<file path="config.mk">
export PLATFORM = sky130hd
export DESIGN_NAME = alu_mul_seq
export DESIGN_NICKNAME = d
export VERILOG_FILES = /design/src/rtl/alu_mul_seq.sv
export SDC_FILE = /design/constraint.sdc
export NUM_CORES = 1
export LEC_CHECK = 0
export BUFFER_PORTS_ARGS = -buffer_cell sky130_fd_sc_hd__buf_2
export CORE_MARGIN = 4
export CORE_UTILIZATION = 55
export DETAILED_ROUTE_END_ITERATION = 8
export PLACE_DENSITY = 0.85
export SLEW_MARGIN = 0
export SYNTH_ARGS = -nofsm -noshare
export SYNTH_HDL_FRONTEND = slang
export SYNTH_SLANG_ARGS = --single-unit
</file>
<file path="constraint.sdc">
create_clock -name clk -period 5.7 [get_ports clk]
set_clock_uncertainty 0.2 [all_clocks]
set_input_delay 0 -clock clk [delete_from_list [all_inputs] [get_ports clk]]
set_output_delay 0 -clock clk [all_outputs]
set_load 0.01 [all_outputs]
</file>
<file path="src/rtl/alu_mul_seq.sv">
// Iterative unsigned 32x32 shift-and-add multiplier that borrows the core's shared ALU.
// Define ALU_MUL_SEQ_EARLY_EXIT_EN to finish as soon as the remaining multiplier bits are zero.
module alu_mul_seq (
    input  logic        clk,
    input  logic        rst,
    input  logic        in_valid,
    output logic        in_ready,
    input  logic        in_op,
    input  logic [31:0] in_a,
    input  logic [31:0] in_b,
    output logic        out_valid,
    input  logic        out_ready,
    output logic [31:0] out_result,
    output logic        alu_own,
    output logic [31:0] alu_srcA,
    output logic [31:0] alu_srcB,
    output logic [3:0]  alu_sel,
    input  logic [31:0] alu_result
);

    localparam logic [3:0] ALU_ADD  = 4'd0;
    localparam logic [3:0] ALU_SLTU = 4'd3;

    typedef enum logic [1:0] {
        IDLE  = 2'd0,
        ADD   = 2'd1,
        CARRY = 2'd2,
        DONE  = 2'd3
    } state_t;

    state_t      state_r;
    logic [31:0] p_hi_r;
    logic [31:0] p_lo_r;
    logic [31:0] mcand_r;
    logic [31:0] sum_r;
    logic [5:0]  cnt_r;
    logic        op_r;
    logic        in_ready_r;
    logic        out_valid_r;
    logic        alu_own_r;
    logic        last_iter_s;

    assign last_iter_s = (cnt_r == 6'd31);

`ifdef ALU_MUL_SEQ_EARLY_EXIT_EN
    logic [31:0] rem_mask_s;
    logic        rem_zero_s;
    logic [63:0] exit_shift_s;

    // Remaining multiplier bits sit in P_lo[31-cnt:0]; all-zero means only shifting is left.
    assign rem_mask_s   = 32'hFFFF_FFFF >> cnt_r;
    assign rem_zero_s   = ((p_lo_r & rem_mask_s) == 32'd0);
    assign exit_shift_s = {p_hi_r, p_lo_r} >> (6'd32 - cnt_r);
`endif

    // Sequencer state, product registers and registered handshake/ownership flags.
    always_ff @(posedge clk) begin
        if (rst) begin
            state_r     <= IDLE;
            p_hi_r      <= 32'd0;
            p_lo_r      <= 32'd0;
            mcand_r     <= 32'd0;
            sum_r       <= 32'd0;
            cnt_r       <= 6'd0;
            op_r        <= 1'b0;
            in_ready_r  <= 1'b1;
            out_valid_r <= 1'b0;
            alu_own_r   <= 1'b0;
        end else begin
            case (state_r)
                IDLE: begin
                    if (in_valid) begin
                        p_hi_r     <= 32'd0;
                        p_lo_r     <= in_b;
                        mcand_r    <= in_a;
                        op_r       <= in_op;
                        cnt_r      <= 6'd0;
                        in_ready_r <= 1'b0;
                        alu_own_r  <= 1'b1;
                        state_r    <= ADD;
                    end else begin
                        state_r <= IDLE;
                    end
                end
                ADD: begin
`ifdef ALU_MUL_SEQ_EARLY_EXIT_EN
                    if (rem_zero_s) begin
                        {p_hi_r, p_lo_r} <= exit_shift_s;
                        cnt_r            <= 6'd32;
                        alu_own_r        <= 1'b0;
                        out_valid_r      <= 1'b1;
                        state_r          <= DONE;
                    end else
`endif
                    if (p_lo_r[0]) begin
                        // Partial sum comes straight from the shared ALU this cycle.
                        sum_r   <= alu_result;
                        state_r <= CARRY;
                    end else begin
                        {p_hi_r, p_lo_r} <= {1'b0, p_hi_r, p_lo_r[31:1]};
                        cnt_r            <= cnt_r + 6'd1;
                        if (last_iter_s) begin
                            alu_own_r   <= 1'b0;
                            out_valid_r <= 1'b1;
                            state_r     <= DONE;
                        end else begin
                            state_r <= ADD;
                        end
                    end
                end
                CARRY: begin
                    // sum < mcand (unsigned) exactly when the 32-bit add wrapped.
                    p_hi_r <= {alu_result[0], sum_r[31:1]};
                    p_lo_r <= {sum_r[0], p_lo_r[31:1]};
                    cnt_r  <= cnt_r + 6'd1;
                    if (last_iter_s) begin
                        alu_own_r   <= 1'b0;
                        out_valid_r <= 1'b1;
                        state_r     <= DONE;
                    end else begin
                        state_r <= ADD;
                    end
                end
                DONE: begin
                    if (out_ready) begin
                        out_valid_r <= 1'b0;
                        in_ready_r  <= 1'b1;
                        state_r     <= IDLE;
                    end else begin
                        state_r <= DONE;
                    end
                end
                default: begin
                    state_r     <= IDLE;
                    in_ready_r  <= 1'b1;
                    out_valid_r <= 1'b0;
                    alu_own_r   <= 1'b0;
                end
            endcase
        end
    end

    // Shared-ALU operand/opcode selection, decoded from registered state only.
    always_comb begin
        alu_srcA = 32'd0;
        alu_srcB = 32'd0;
        alu_sel  = ALU_ADD;
        case (state_r)
            ADD: begin
                alu_srcA = p_hi_r;
                alu_srcB = mcand_r;
                alu_sel  = ALU_ADD;
            end
            CARRY: begin
                alu_srcA = sum_r;
                alu_srcB = mcand_r;
                alu_sel  = ALU_SLTU;
            end
            default: begin
                alu_srcA = 32'd0;
                alu_srcB = 32'd0;
                alu_sel  = ALU_ADD;
            end
        endcase
    end

    assign in_ready   = in_ready_r;
    assign out_valid  = out_valid_r;
    assign alu_own    = alu_own_r;
    assign out_result = out_valid_r ? (op_r ? p_hi_r : p_lo_r) : 32'd0;

endmodule

</file>
==> results of run 1 <==
[cell type report]
cell class                 count  area, µm²  share of cell area
clock buffer                  22      454.2             0.04854
clock inverter                10      235.2             0.02514
tap                          143      178.9             0.01912
multi-input combinational    609       3276              0.3501
timing repair buffer         340       2382              0.2546
inverter                       7      26.28            0.002808
sequential                   140       2804              0.2997
[layer usage]
layer | wire [µm] | vias to the layer above | global-route usage
met4 | 1344 | 0 | 0.1941
met5 | 0 | - | 0
met3 | 2447 | 124 | 0.09608
met2 | 12090 | 557 | 0.6252
met1 | 8698 | 3467 | 0.4095
li1 | - | 3388 | -
[state kept, by name (all words and copies together) (netlist names), 2 cells and up]
signal	count
sum_r	32
mcand_r	32
cnt_r	6
p_hi_r	32
p_lo_r	32
state_r	2
[worst max path at each step]
| stage | from | endpoint | slack, ps | cells past startpoint |
|---|---|---|---|---|
| finish | state_r[1] | p_lo_r[0] | 2300 | 8 |
| global route | state_r[1] | p_lo_r[0] | 2120 | 8 |
| CTS | state_r[0] | p_lo_r[0] | 2400 | 8 |
| detailed placement | state_r[0] | p_lo_r[28] | 2790 | 8 |
| global placement | state_r[0] | p_lo_r[13] | 2910 | 8 |
| floorplan | state_r[1] | cnt_r[5] | 3320 | 8 |
[layout by cell type (no fill, tap or decap), drive strengths merged, types with 2 or more instances in the layout]
cell type,count
buf,208
inv,8
a211oi,2
ha,7
a21oi,105
nand2,202
or4,4
a31oi,2
o21ai,4
dfxtp,140
nor3,32
nor2b,35
a22oi,31
and2,34
clkbuf,22
or3,2
conb,2
dlygate4sd3,132
a221oi,30
nand3,3
nand2b,3
o211ai,3
bufinv,7
mux2i,32
nor2,67
[tightest hold or removal path, stage by stage]
cell and delay (ps):
dlygate4sd3_1 520, buf_2 120, nand2_1 50, a21oi_1 50
[through the flow]
| step | hold WS [ps] | instance area [µm²] | cells | util | power, mW |
|---|---|---|---|---|---|
| 5_1_grt | 185.0 | 9356 | 1271 | 0.8194 | 2.850 |
| 3_3_place_gp | 39.21 | 7346 | 1107 | 0.6433 | 1.363 |
| 3_5_place_dp | 40.86 | 7346 | 1107 | 0.6433 | 1.371 |
| 6_report | 178.5 | 9356 | 1271 | 0.8194 | 2.773 |
| 4_1_cts | 161.1 | 9356 | 1271 | 0.8194 | 2.728 |
| 2_1_floorplan | -64.04 | 6411 | 833 | - | 1.277 |
[cells by family (layout without fill, tap and decap cells)]
group,after synthesis,count (layout),synth area share
AO/OA/AOI/OAI,183,183,0.1781
other,1,2,0.0005853
multiplexers,33,33,0.05175
AND/OR/NAND/NOR,384,384,0.2648
buffers and inverters,84,379,0.05370
flip-flops,140,140,0.4374
adder cells (fa/ha/maj),7,7,0.01367
[power by group through the flow]
stage               registers, mW  logic, mW  clock network [mW]
floorplan                    1.07      0.202                   0
global placement             1.09      0.274                   0
detailed placement           1.09      0.280                   0
CTS                          1.07      0.356                1.30
global route                 1.08      0.409                1.36
finish                       1.08      0.381                1.31
==> impl_metrics.py, run 1 <==
metrics = {
    "floorplan": {
        "core_area_um2": 11420,
        "start_util": 0.5611,
        "dieArea_um2": 13440,
        "die_h_um": 115.9,
        "rows": 39,
        "io_pins": 204,
        "chipWidth_um": 115.9,
    },
    "sta": {
        "relSlewSlack": 0.1716,
        "clock.fmax_mhz": 294.3,
        "fin_crit_ps": 3398,
        "tightest_slew_ps": 1240,
        "setup_tns_ps": 0,
        "fin_crit_sh": 0.5961,
        "setup_viol": 0,
        "rsz0062_at_grt": "no",
        "drv_slew": 0,
        "final-hold-violation-count": 0,
        "setup_slack_ps": 2302,
    },
    "synth": {
        "synth_most_common_cell": "nand2_1",
        "synth_area_per_cell_um2": 7.701,
        "synth_cell_types": 37,
        "ys_seq_area_frac": 0.4374,
        "netlist_instances": 832,
        "ys_ff_latch": 140,
        "synthTopCellsByArea": "dfxtp_1 44%, nand2_1 12%, a21oi_1 8.2%",
        "synth_edf_count": 0,
        "async_flop_share": 0,
        "synth_ff_type": "dfxtp_1",
        "ys_top_cells_by_count": "202 x nand2_1, 140 x dfxtp_1, 105 x a21oi_1",
        "yosys_warnings": 0,
        "yosys.area.top_type_share": 0.4374,
        "syn_area_um2": 6407,
        "synth_top_area_cell": "dfxtp_1",
    },
    "setup_path": {
        "critPathBufInv": 4,
        "r2r-start": "state_r[1]",
        "worst_ep_arrival_time_ps": 3550,
        "r2r_cells": 8,
        "worstPathMaxFanout": 34,
        "critPathKind": "flip-flop to flip-flop",
        "rrSetupSlack_ps": 2300,
        "r2r_end": "p_lo_r[0]",
        "crit_chain": "inv_1 -> ha_1 -> inv_2 -> buf_4 -> nor2_2 -> o21ai_0 -> a311oi_1 -> dlygate4sd3_1",
        "cp_data_required_time_ps": 5850,
        "cp-end-kind": "flip-flop",
        "startpoint_type": "flip-flop",
        "cpPeakStageDelay_ps": 580,
        "slowest_stage": "nor2_2",
        "crit_family": "buffers and inverters",
    },
    "clocking": {
        "insertion_delay_ps": 420,
        "post-cts-setup-buffer-count": 0,
        "cts.htree.levels": 4,
        "ctsResizeCount": 0,
        "root_buffer": "clkbuf_16",
        "hold_buffers": 132,
        "cts_buffers": 17,
        "clockBufferDepth": 2,
        "cts_tree": "yes",
        "clkTransAtPathRegs_ps": 60,
        "cts_sinks": 140,
    },
    "detailed_routing": {
        "vias_per_cell": 5.929,
        "drtIter0Drc": 1144,
        "num_vias": 7536,
        "wire_per_inst_um": 19.34,
        "antenna_left": 0,
        "drcViolationCount": 0,
        "wirelength_mm": 24.58,
        "first_pass_iters": 6,
    },
    "cells_and_area": {
        "fill_cells": 630,
        "drive_gt1_frac": 0.2172,
        "nets": 1223,
        "diodes": 0,
        "area_delta_synth_final_pct": 46.03,
    },
    "power": {
        "sw_frac_of_total": 0.2504,
        "p_switching_mw": 0.6942,
        "clkPwrFrac": 0.474,
        "p_leak_nw": 3.906,
        "power.internal_mw": 2.079,
        "p_per_area_nw_per_um2": 296.4,
        "peakVddDrop_uv": 246.1,
        "p_seq_frac": 0.388,
        "pwr-share-comb": 0.137,
    },
    "hold_path": {
        "min_to": "sum_r[23]",
        "hold_depth": 4,
        "holdCritPathClass": "input pin to flip-flop",
        "hp-start": "alu_result[23]",
    },
    "global_route": {
        "grt-ovfl-total": 0,
        "grt_start_max_net_pins": 114,
        "grt_pass1_vias": 7532,
        "grt_pass1_wl_mm": 38.24,
        "grt.total_usage": 0.3628,
        "antenna_found_initial": 0,
    },
    "job": {
        "cap_violations": 0,
    },
    "place": {
        "gp_congestion": 0.8531,
        "dpl_worst_slack_ps": 2793,
        "dp_hpwl_mm": 11.82,
        "place.port_buffers": 201,
    },
    "run_status": {
        "status": "finished clean",
    },
}
No activity file was read; power rests on OpenSTA's default activity.
==> run 2: changes to the inputs <==
- CORE_UTILIZATION: 55 -> 51
- PLACE_DENSITY: 0.85 -> 0.8
- clock period: 5.7 -> 3.3 ns (I/O delays scaled with it)
==> run 2 against run 1 <==
Clock-buffer cell count down 5. Global-route usage down 5.1 points. First-iteration DRC count fell by 27%. Critical endpoint is now p_lo_r[22]. Via count down 2.5%. Final cell count rose by 2.7%. Non-clock buffer count grew 8. Register-to-register slack got worse by 1800 ps. Sequential power rose by 72%. Utilization shrank 4.4 points. Worst setup slack worse by 1800 ps. Total power up 69%. Die area grew 7.3%. Highest routed layer unchanged.
==> impl_metrics.py, run 2 (synthesized netlist as in run 1, its figures left out) <==
metrics = {
    "clocking": {
        "cts.htree.levels": 4,
        "cts_buffers": 17,
        "root_buffer": "clkbuf_16",
        "cts_tree": "yes",
        "insertion_delay_ps": 420,
        "cts_sinks": 140,
        "post-cts-setup-buffer-count": 0,
        "clkTransAtPathRegs_ps": 60,
        "ctsResizeCount": 0,
        "clockBufferDepth": 2,
    },
    "setup_path": {
        "worst_ep_arrival_time_ps": 2810,
        "slowest_stage": "or3_2",
        "crit_chain": "inv_1 -> ha_1 -> nor2b_1 -> or3_2 -> a221oi_1 -> nor3_1",
        "startpoint_type": "flip-flop",
        "rrSetupSlack_ps": 540,
        "cpPeakStageDelay_ps": 900,
        "critPathKind": "flip-flop to flip-flop",
        "cp-end-kind": "flip-flop",
        "critPathBufInv": 1,
        "worstPathMaxFanout": 62,
        "cp_data_required_time_ps": 3350,
        "crit_family": "simple AND/OR/NAND/NOR gates",
    },
    "floorplan": {
        "dieArea_um2": 14420,
        "core_area_um2": 12160,
        "rows": 40,
        "die_h_um": 120.1,
        "start_util": 0.5269,
        "chipWidth_um": 120.1,
        "io_pins": 204,
    },
    "cells_and_area": {
        "final_common_cell": "nand2_1",
        "nets": 1231,
        "drive_gt1_frac": 0.2245,
        "area_delta_synth_final_pct": 47.20,
        "final_area_um2": 9432,
        "mostFrequentLayoutCells": "202 x nand2_1, 200 x buf_2, 139 x dfxtp_1",
    },
    "detailed_routing": {
        "num_vias": 7344,
        "vias_per_cell": 5.628,
        "antenna_left": 0,
        "first_pass_iters": 5,
        "drtIter0Drc": 831,
        "wire_per_inst_um": 17.82,
        "wirelength_mm": 23.25,
        "drcViolationCount": 0,
    },
    "power": {
        "sw_frac_of_total": 0.2558,
        "p_seq_frac": 0.396,
        "p_per_area_nw_per_um2": 497.6,
        "clkPwrFrac": 0.465,
        "peakVddDrop_uv": 518.7,
        "power.internal_mw": 3.492,
        "p_switching_mw": 1.200,
        "pwr-share-comb": 0.139,
        "p_leak_nw": 3.934,
    },
    "global_route": {
        "grt.total_usage": 0.3121,
        "antenna_found_initial": 1,
        "grt-ovfl-total": 0,
        "grt_pass1_wl_mm": 36.30,
        "grt_pass1_vias": 7180,
        "grt_start_max_net_pins": 106,
    },
    "place": {
        "place.port_buffers": 201,
        "gp_congestion": 0.8007,
        "placed_cell_area_um2": 7427,
        "dp_hpwl_mm": 11.52,
    },
    "sta": {
        "relSlewSlack": 0.2408,
        "fin_crit_sh": 0.8372,
        "rsz0062_at_grt": "no",
        "setup_viol": 0,
        "final-hold-violation-count": 0,
        "tightest_slew_ps": 1139,
        "drv_slew": 0,
        "setup_tns_ps": 0,
        "fin_crit_ps": 2763,
        "hold_slack_ps": 103.0,
        "clock.fmax_mhz": 361.9,
    },
    "job": {
        "cap_violations": 0,
    },
    "run_status": {
        "status": "finished clean",
    },
    "hold_path": {
        "holdCritPathClass": "input pin to flip-flop",
    },
}
## run 2: cell types whose count changed in the layout (fill, tap and decap cells not counted), moves of 2 or more
cell        before  now
buf_4            8   15
clkbuf_1         4    0
clkinvlp_4       1    5
clkinv_2         0    2
## run 2: power groups by stage
stage / Clock [mW] / Sequential [mW] / Combinational [mW]
floorplan: 0 / 1.86 / 0.349
global placement: 0 / 1.88 / 0.483
detailed placement: 0 / 1.88 / 0.488
CTS: 2.19 / 1.85 / 0.620
global route: 2.26 / 1.87 / 0.706
finish: 2.18 / 1.86 / 0.653
## run 2: repair_timing
action,CTS,global route
hold buffers,133,0
endpoints found under the setup margin,0,0
hold endpoints to repair,102,0
## run 2: worst paths after layout
check	startpoint	to	cells past startpoint
setup / recovery	state_r[0]	p_lo_r[22]	6
hold / removal	rst	p_hi_r[0]	2
hold reg to reg	sum_r[3]	sum_r[3]	2
setup reg to reg	state_r[0]	p_lo_r[22]	6
## run 2: area by class of cell
cell class	count	area, µm²
Clock buffer	17	425.4
Fill cell	781	2730
Sequential cell	140	2804
Inverter	7	26.28
Clock inverter	15	245.2
Timing Repair Buffer	348	2445
Antenna cell	1	2.502
Multi-Input combinational cell	609	3273
Tap cell	168	210.2
## run 2: per-layer routing
layer,global-route usage,up-vias,wire [µm]
met1,0.3556,3417,8801
met2,0.5423,431,11540
met5,0,-,0
li1,-,3407,-
met4,0.1525,0,956
met3,0.07870,89,1955
## run 2: per-stage QoR
step                      setup WS [ps]  total power, mW  instances    util
final                             537.1            4.693       1305  0.7755
after global routing              347.1            4.830       1305  0.7755
after CTS                         624.1            4.662       1304  0.7753
after detailed placement          641.9            2.372       1139  0.6107
after global placement            710.9            2.365       1139  0.6107
after floorplan                   922.1            2.205        833       -
==> run 3: changes to the inputs <==
- CORE_UTILIZATION: 51 -> 46
- PLACE_DENSITY: 0.8 -> 0.76
- clock period: 3.3 -> 2.4 ns (I/O delays scaled with it)
==> run 3 against run 2 <==
Sequential cell count stayed put. First-iteration DRC count is 22% lower. Largest cell class unchanged. Cell area is 2.2% lower. Global-route usage is 5.7 points lower. Combinational power is 34% higher. Critical path depth stayed put. Wire length is 11% lower. Worst setup slack worse by 420 ps. Clock power is 28% higher. Non-clock buffer count is 24 lower. Via count is 6.4% lower.
==> impl_metrics.py, run 3 (synthesized netlist as in run 1, its figures left out) <==
metrics = {
    "floorplan": {
        "dieArea_um2": 15880,
        "io_pins": 204,
        "start_util": 0.4763,
        "rows": 42,
        "chipWidth_um": 126.0,
        "core_area_um2": 13450,
        "die_h_um": 126.0,
    },
    "cells_and_area": {
        "diodes": 0,
        "mostFrequentLayoutCells": "202 x nand2_1, 200 x buf_2, 137 x dfxtp_1",
        "final_common_cell": "nand2_1",
        "nets": 1207,
        "drive_gt1_frac": 0.2347,
        "final_area_um2": 9221,
        "area_delta_synth_final_pct": 43.92,
        "final_util": 0.6855,
        "final_cell_count_no_fill": 1288,
    },
    "detailed_routing": {
        "vias_per_cell": 5.335,
        "num_vias": 6872,
        "wirelength_mm": 20.63,
        "drtIter0Drc": 647,
        "drcViolationCount": 0,
        "routed-wl-met3_mm": 1.530,
        "wire_per_inst_um": 16.02,
        "m1WireLength_mm": 8.489,
        "top_layer": "met4",
        "first_pass_iters": 5,
        "dr_wl_met2_mm": 10.03,
        "antenna_left": 0,
    },
    "setup_path": {
        "crit_family": "simple AND/OR/NAND/NOR gates",
        "cp_data_required_time_ps": 2540,
        "critPathKind": "flip-flop to flip-flop",
        "startpoint_type": "flip-flop",
        "worstSetupStartpoint": "state_r[1]",
        "slowest_stage": "or4_4",
        "cpPeakStageDelay_ps": 560,
        "cp-end-kind": "flip-flop",
        "r2r-start": "state_r[1]",
        "critPathBufInv": 2,
        "worstPathMaxFanout": 5,
        "crit_chain": "inv_1 -> ha_1 -> inv_2 -> or4_4 -> or4_1 -> a31oi_1",
        "worst_ep_arrival_time_ps": 2420,
    },
    "clocking": {
        "root_buffer": "clkbuf_16",
        "cts_sinks": 140,
        "post-cts-setup-buffer-count": 0,
        "cts_tree": "yes",
        "insertion_delay_ps": 420,
        "cts.htree.levels": 4,
        "cts_buffers": 17,
        "clockBufferDepth": 2,
        "clkTransAtPathRegs_ps": 60,
    },
    "place": {
        "gp_congestion": 0.8160,
        "place_inst": 1155,
        "dpl_worst_slack_ps": 51.31,
        "dp_hpwl_mm": 12.29,
        "placed_cell_area_um2": 7572,
        "place.port_buffers": 201,
    },
    "job": {
        "cap_violations": 0,
    },
    "sta": {
        "clock.fmax_mhz": 437.7,
        "fin_crit_sh": 0.9520,
        "drv_slew": 0,
        "fin_crit_ps": 2285,
        "rsz0062_at_grt": "no",
        "relSlewSlack": 0.5203,
        "setup_viol": 0,
        "hold_slack_ps": 166.4,
        "setup_slack_ps": 115.2,
        "tightest_slew_ps": 719.6,
        "final-hold-violation-count": 0,
        "setup_tns_ps": 0,
    },
    "global_route": {
        "grt.total_usage": 0.2554,
        "grt-ovfl-total": 0,
        "grt_pass1_vias": 6831,
        "grt_start_max_net_pins": 70,
        "grt_pass1_wl_mm": 33.46,
        "antenna_found_initial": 0,
    },
    "power": {
        "p_leak_nw": 3.796,
        "peakVddDrop_uv": 604.6,
        "p_per_area_nw_per_um2": 671.3,
        "power_mw": 6.190,
    },
    "hold_path": {
        "hp-start": "alu_result[25]",
        "holdCritPathClass": "input pin to flip-flop",
    },
    "run_status": {
        "status": "finished clean",
    },
}
==> run 3: worst paths after layout <==
kind	slack, ps	endpoint	depth (start not counted)
setup / recovery	120	cnt_r[5]	6
hold / removal	170	sum_r[25]	4
setup reg to reg	120	cnt_r[5]	6
hold reg to reg	250	mcand_r[5]	2
==> run 3: per-layer routing <==
layer | vias up | GRT usage
met2 | 306 | 0.4316
met4 | 0 | 0.1035
met3 | 49 | 0.06351
met5 | - | 0
li1 | 3350 | -
met1 | 3167 | 0.3119
==> run 3: area by class of cell <==
class | instances | area, µm²
fill | 1085 | 4232
clock buffer | 25 | 485.5
multi-input combinational | 609 | 3274
inverter | 7 | 26.28
timing repair buffer | 324 | 2271
tap | 176 | 220.2
clock inverter | 7 | 135.1
sequential | 140 | 2809
==> run 3: where the power goes <==
group          switching (mW)  leakage, nW  internal [mW]
clock network           0.957        0.305           1.82
logic                   0.475         2.35          0.403
registers              0.0910         1.14           2.45
==> run 3: what timing repair did <==
item,4_1_cts,5_1_grt
setup endpoints to repair,17,40
gates resized for setup,3,4
hold buffers,101,0
endpoints found under the hold margin,120,0
==> run 3: worst reg2reg max path: stages (launching register included) <==
cell     delay (ps)
dfxtp_2         360
inv_1            80
ha_1            320
inv_2            50
or4_4           560
or4_1           510
a31oi_1         130
